===== config.mk =====
export PLATFORM = sky130hd
export DESIGN_NAME = uart_cmd_rcv
export DESIGN_NICKNAME = d
export VERILOG_FILES = /design/src/rtl/uart_cmd_rcv.sv
export SDC_FILE = /design/constraint.sdc
export NUM_CORES = 1
export LEC_CHECK = 0
export ABC_AREA = 1
export BUFFER_PORTS_ARGS = -buffer_cell sky130_fd_sc_hd__buf_2
export CORE_MARGIN = 2
export CORE_UTILIZATION = 35
export CTS_BUF_LIST = sky130_fd_sc_hd__clkbuf_2
export CTS_CLUSTER_DIAMETER = 60
export DETAILED_ROUTE_END_ITERATION = 6
export GPL_ROUTABILITY_DRIVEN = 0
export SLEW_MARGIN = 30
export SYNTH_ARGS = -nofsm -noshare
export SYNTH_HDL_FRONTEND = slang
export SYNTH_SLANG_ARGS = --single-unit

===== constraint.sdc =====
create_clock -name clk -period 3.4 [get_ports clk]
set_input_delay 0 -clock clk [delete_from_list [all_inputs] [get_ports clk]]
set_output_delay 0 -clock clk [all_outputs]
set_load 0.03 [all_outputs]

===== src/rtl/uart_cmd_rcv.sv =====
`default_nettype none
// ============================================================================
// Module      : uart_cmd_rcv
// Description : Receives a 16-bit command as two 8N1 UART bytes, high byte
//               first. It flags framing errors and presents the command with
//               a ready/clear handshake. Optional macro CMD_TMO_EN adds an
//               inter-byte timeout.
// Revision    : 1.0 - initial release
// ============================================================================
module uart_cmd_rcv #(
    parameter int BAUD_DIV = 5208,
    parameter int TMO_CYC  = 2000000
) (
    input  logic        clk,
    input  logic        rst_n,
    input  logic        RX,
    input  logic        clr_cmd_rdy,
    output logic [15:0] cmd,
    output logic        cmd_rdy,
    output logic        frm_err
);

    localparam int c_baud_w = $clog2(BAUD_DIV + 1);
    localparam logic [c_baud_w-1:0] c_baud_full = c_baud_w'(BAUD_DIV);
    localparam logic [c_baud_w-1:0] c_baud_half = c_baud_w'(BAUD_DIV / 2);
    localparam logic [c_baud_w-1:0] c_baud_one  = c_baud_w'(1);

    typedef enum logic [1:0] {
        S_IDLE  = 2'd0,
        S_START = 2'd1,
        S_DATA  = 2'd2,
        S_STOP  = 2'd3
    } state_t;

    state_t              r_state;
    state_t              w_state_nxt;
    logic                r_rx_s1;
    logic                r_rx_s2;
    logic                r_rx_prev;
    logic                w_start_edge;
    logic [c_baud_w-1:0] r_baud;
    logic [c_baud_w-1:0] w_baud_dec;
    logic                w_tick;
    logic [3:0]          r_bit_cnt;
    logic [7:0]          r_shift;
    logic [7:0]          r_hi_byte;
    logic                r_ptr_lo;
    logic                w_byte_ok;
    logic                w_byte_bad;
    logic                w_tmo;

    always_ff @(posedge clk or negedge rst_n) begin
        if (!rst_n) begin
            r_rx_s1   <= 1'b1;
            r_rx_s2   <= 1'b1;
            r_rx_prev <= 1'b1;
        end else begin
            r_rx_s1   <= RX;
            r_rx_s2   <= r_rx_s1;
            r_rx_prev <= r_rx_s2;
        end
    end

    assign w_start_edge = r_rx_prev & ~r_rx_s2;

    // The event fires on the cycle the count would reach zero, so one bit
    // period is exactly BAUD_DIV clocks and the counter never holds zero.
    assign w_baud_dec = r_baud - c_baud_one;
    assign w_tick     = (w_baud_dec == '0);

    always_ff @(posedge clk or negedge rst_n) begin
        if (!rst_n) begin
            r_state <= S_IDLE;
        end else begin
            r_state <= w_state_nxt;
        end
    end

    always_comb begin
        w_state_nxt = r_state;
        w_byte_ok   = 1'b0;
        w_byte_bad  = 1'b0;
        case (r_state)
            S_IDLE:  if (w_start_edge) w_state_nxt = S_START;
            S_START: if (w_tick) w_state_nxt = r_rx_s2 ? S_IDLE : S_DATA;
            S_DATA:  if (w_tick && (r_bit_cnt == 4'd7)) w_state_nxt = S_STOP;
            S_STOP: begin
                if (w_tick) begin
                    w_state_nxt = S_IDLE;
                    w_byte_ok   = r_rx_s2;
                    w_byte_bad  = ~r_rx_s2;
                end
            end
            default: w_state_nxt = S_IDLE;
        endcase
    end

    always_ff @(posedge clk or negedge rst_n) begin
        if (!rst_n) begin
            r_baud    <= c_baud_full;
            r_bit_cnt <= 4'd0;
            r_shift   <= 8'h00;
        end else begin
            if (w_state_nxt != r_state) begin
                r_baud <= (w_state_nxt == S_START) ? c_baud_half : c_baud_full;
            end else if ((r_state == S_DATA) && w_tick) begin
                r_baud <= c_baud_full;
            end else if (r_state != S_IDLE) begin
                r_baud <= w_baud_dec;
            end

            if (r_state == S_START) begin
                r_bit_cnt <= 4'd0;
            end else if ((r_state == S_DATA) && w_tick) begin
                r_shift   <= {r_rx_s2, r_shift[7:1]};
                r_bit_cnt <= r_bit_cnt + 4'd1;
            end
        end
    end

    always_ff @(posedge clk or negedge rst_n) begin
        if (!rst_n) begin
            cmd       <= 16'h0000;
            cmd_rdy   <= 1'b0;
            frm_err   <= 1'b0;
            r_hi_byte <= 8'h00;
            r_ptr_lo  <= 1'b0;
        end else begin
            frm_err <= w_byte_bad;

            // A completing command outranks a simultaneous clear.
            if (w_byte_ok && r_ptr_lo) begin
                cmd     <= {r_hi_byte, r_shift};
                cmd_rdy <= 1'b1;
            end else if (clr_cmd_rdy) begin
                cmd_rdy <= 1'b0;
            end

            if (w_byte_bad || w_tmo) begin
                r_ptr_lo <= 1'b0;
            end else if (w_byte_ok) begin
                if (!r_ptr_lo) r_hi_byte <= r_shift;
                r_ptr_lo <= ~r_ptr_lo;
            end
        end
    end

`ifdef CMD_TMO_EN
    localparam int c_tmo_w = $clog2(TMO_CYC + 1);
    localparam logic [c_tmo_w-1:0] c_tmo_lim = c_tmo_w'(TMO_CYC);

    logic [c_tmo_w-1:0] r_tmo_cnt;

    // Counts only while idle with a high byte pending.
    always_ff @(posedge clk or negedge rst_n) begin
        if (!rst_n) begin
            r_tmo_cnt <= '0;
        end else if (!r_ptr_lo || w_start_edge || (r_state != S_IDLE)) begin
            r_tmo_cnt <= '0;
        end else if (r_tmo_cnt != c_tmo_lim) begin
            r_tmo_cnt <= r_tmo_cnt + c_tmo_w'(1);
        end
    end

    assign w_tmo = r_ptr_lo && (r_state == S_IDLE) && !w_start_edge &&
                   (r_tmo_cnt == c_tmo_lim);
`else
    logic w_unused_tmo;
    assign w_unused_tmo = (TMO_CYC != 0);
    assign w_tmo        = 1'b0;
`endif

endmodule
`default_nettype wire


==> results.cfg <==
[global_routing]
grt_pass1_vias = 2162
grt_start_max_net_pins = 32
grt_pass1_wl_mm = 10.5
antenna_found_initial = 0
gr-total-overflow = 0
grt.total_usage_pct = 15.4

[placed_design]
dpl_cell_area_mm2 = 0.00306
dp.cells = 454
port_buffers = 21
post-dp-hpwl_mm = 4.20
place_ws_ps = 465

[logic_synthesis]
synth_commonest_cells = nand2_1 (93), dfrtp_1 (49), inv_1 (36)
synth_top_family_by_area = simple AND/OR/NAND/NOR gates
ys_seq_elements = 57
ys_warn_count = 0
synth_fp_nets = 342
synth_mux_area_share_pct = 0
synth_edf_count = 0
seq_area_frac_synth_pct = 50.4
syn_inst = 335
synth_compound_area_share_pct = 10.0
synth.distinct_cells = 28
syn_avg_cell_area_um2 = 8.51
yosys.area.top_type_share_pct = 43.0
yosysMostFrequentCell = nand2_1
synth-simple-area-share_pct = 30.7
ys.flop_type = dfrtp_1
yosys.area.top_type = dfrtp_1
synthXorXnorAreaFrac_pct = 0.615
synth_area_leaders = dfrtp_1 (43%), nand2_1 (12%), dfstp_2 (7.4%)
syn_area_mm2 = 0.00285
synth_adder_area_share_pct = 1.32
synth-async-reset-ratio_pct = 100

[clocking]
cts_tree = built
path_clk_slew_ps = 170
clk_path_buf_depth = 2
hold_buffers = 3
worst_skew_pair.late_latency_ps = 480
cts_resized = 0
htreeDepth = 3
cts_buffers = 9
clockRootBuffer = clkbuf_2
cts_setup_buffers = 0
cts_sinks = 57

[power]
p_sw_mw = 0.723
comb_power_share_pct = 30.5
clock_power_share_pct = 22.7
leakage_nw = 1.62
intPower_mw = 1.16
seq_power_share_pct = 46.8
finalPower_mw = 1.89
ir_drop_v = 0.000151
power.density_mw_per_mm2 = 589
netSwitchingFraction_pct = 38.4

[routing]
post_drt_wl_per_cell_um = 12.5
firstDrtPassIters = 4
postRouteAntennaNets = 0
vias = 2263
totalWireLength_mm = 5.94
drc = 0
detail_route.iter0.violations = 120
via_per_inst = 4.78

[timing]
setup_violations = 0
max_slew_margin_pct = 50.9
final.min_clock_period_ps = 2980
whs_ps = 88.9
hold_violations = 0
fmax_mhz = 336
finalMaxSlewViolations = 0
clock_skew_ps = 18.4
finalCritPeriodShare_pct = 87.6
rsz0062_at_grt = no
worstMarginPinSlew_ps = 737
tns_ps = 0
finalWorstSetupSlack_ps = 422

[layout]
fin_util_pct = 41.0
stdcell_count = 473
n_antenna_cell = 0
fin_area_mm2 = 0.00320
drive_above_1_share_pct = 26.1
fin_nets = 373
syn_to_final_growth_pct = 12.2

[setup_path]
startpoint_type = flop
worstSetupEndpointType = flop
critPathKind = flop to flop
crit_arrival_ps = 3400
crit_fanout = 12
cp.required_ps = 3830

[min_path]
min_path_type = primary input to asynchronous set/reset pin

[floorplanning]
coreArea_mm2 = 0.00781
initial_core_util_pct = 36.5
io_pins = 22
fp-row-count = 32
die_area_mm2 = 0.00888
dieWidth_um = 94.2
die_h_um = 94.2

[job]
drv_cap = 0

[status]
status = finished clean
[registers in the layout (all words and copies together) (netlist names)]
name and flops:
r_rx_s1 1, r_baud 13, r_shift 8, r_ptr_lo 1, cmd 16, cmd_rdy 1, r_state 2, r_rx_s2 1
r_bit_cnt 4, r_hi_byte 8, r_rx_prev 1, frm_err 1
[per-layer routing]
layer,track usage [%],part of all wire [%],vias up,routed length [um]
met1,22.4,50,1065,2970
met2,22.0,44,49,2620
met5,0,0,-,0
met4,7.25,2.0,0,116
met3,2.97,3.8,10,225
li1,-,-,1139,-
[power by group through the flow]
stage / Clock, mW / Combinational, mW / Sequential (mW)
final: 0.428 / 0.576 / 0.882
after global routing: 0.470 / 0.669 / 0.897
after CTS: 0.439 / 0.577 / 0.880
after detailed placement: 0 / 0.570 / 0.894
after global placement: 0 / 0.561 / 0.892
after floorplan: 0 / 0.465 / 0.870
[area by class of cell]
cell class | instances | area, um^2
Clock buffer | 10 | 50.0
Clock inverter | 6 | 58.8
Fill cell | 810 | 4610
Inverter | 39 | 146
Multi-Input combinational cell | 231 | 1210
Sequential cell | 57 | 1440
Tap cell | 102 | 128
Timing Repair Buffer | 28 | 165
[cell families (layout without fill, tap and decap cells)]
logic type / Yosys count / in the layout
buffers and inverters: 47 / 83
DFF: 57 / 57
xor gates and xnor gates: 2 / 2
and+or+nand+nor: 182 / 182
adders and majority gates: 3 / 3
AOI/OAI and AO/OA: 44 / 44
[placed cells by master (no fill, tap or decap), types with 2 or more instances in the layout]
cell type	netlist	routed
inv_1	36	36
clkinvlp_4	0	2
clkbuf_2	0	10
o21ai_0	16	16
nand3_1	32	32
ha_1	3	3
dfrtp_1	49	49
nor2_1	18	18
dlygate4sd3_1	0	3
o21ai_1	7	7
buf_4	0	4
o21ai_2	17	17
nor2_2	7	7
nor2_4	3	3
nand2_4	3	3
buf_2	0	21
nand3_2	2	2
nand4_1	8	8
a21oi_1	3	3
clkinv_2	0	2
inv_2	3	3
nand2_1	93	93
nand2_2	12	12
dfstp_2	8	8
[final timing paths]
path / from / endpoint / slack, ps / cells past startpoint
max in group asynchronous: rst_n / r_rx_prev$_DFF_PN1_ / 2430 / 3
setup / recovery: r_baud[0]$_DFFE_PN0P_ / r_baud[2]$_DFFE_PN0P_ / 420 / 16
hold / removal: rst_n / cmd[5]$_DFFE_PN0P_ / 90 / 2
min in group clk: RX / r_rx_s1$_DFF_PN1_ / 150 / 2
hold reg to reg: r_rx_s1$_DFF_PN1_ / r_rx_s2$_DFF_PN1_ / 370 / 0
setup reg to reg: r_baud[0]$_DFFE_PN0P_ / r_baud[2]$_DFFE_PN0P_ / 420 / 16
[worst max-delay path: stages, from the launching register on]
cell	delay (ps)
dfrtp_1	430
inv_2	130
ha_1	240
nand2_2	130
nor2_2	170
nand3_1	80
nand2_1	140
nand2_1	70
nor2_1	170
nand3_1	430
nand2_1	240
inv_2	60
nand3_2	180
nand2_2	150
nand2_1	150
nand3_1	90
nand2_1	80
Note: power is estimated with default switching activity, not from simulation.
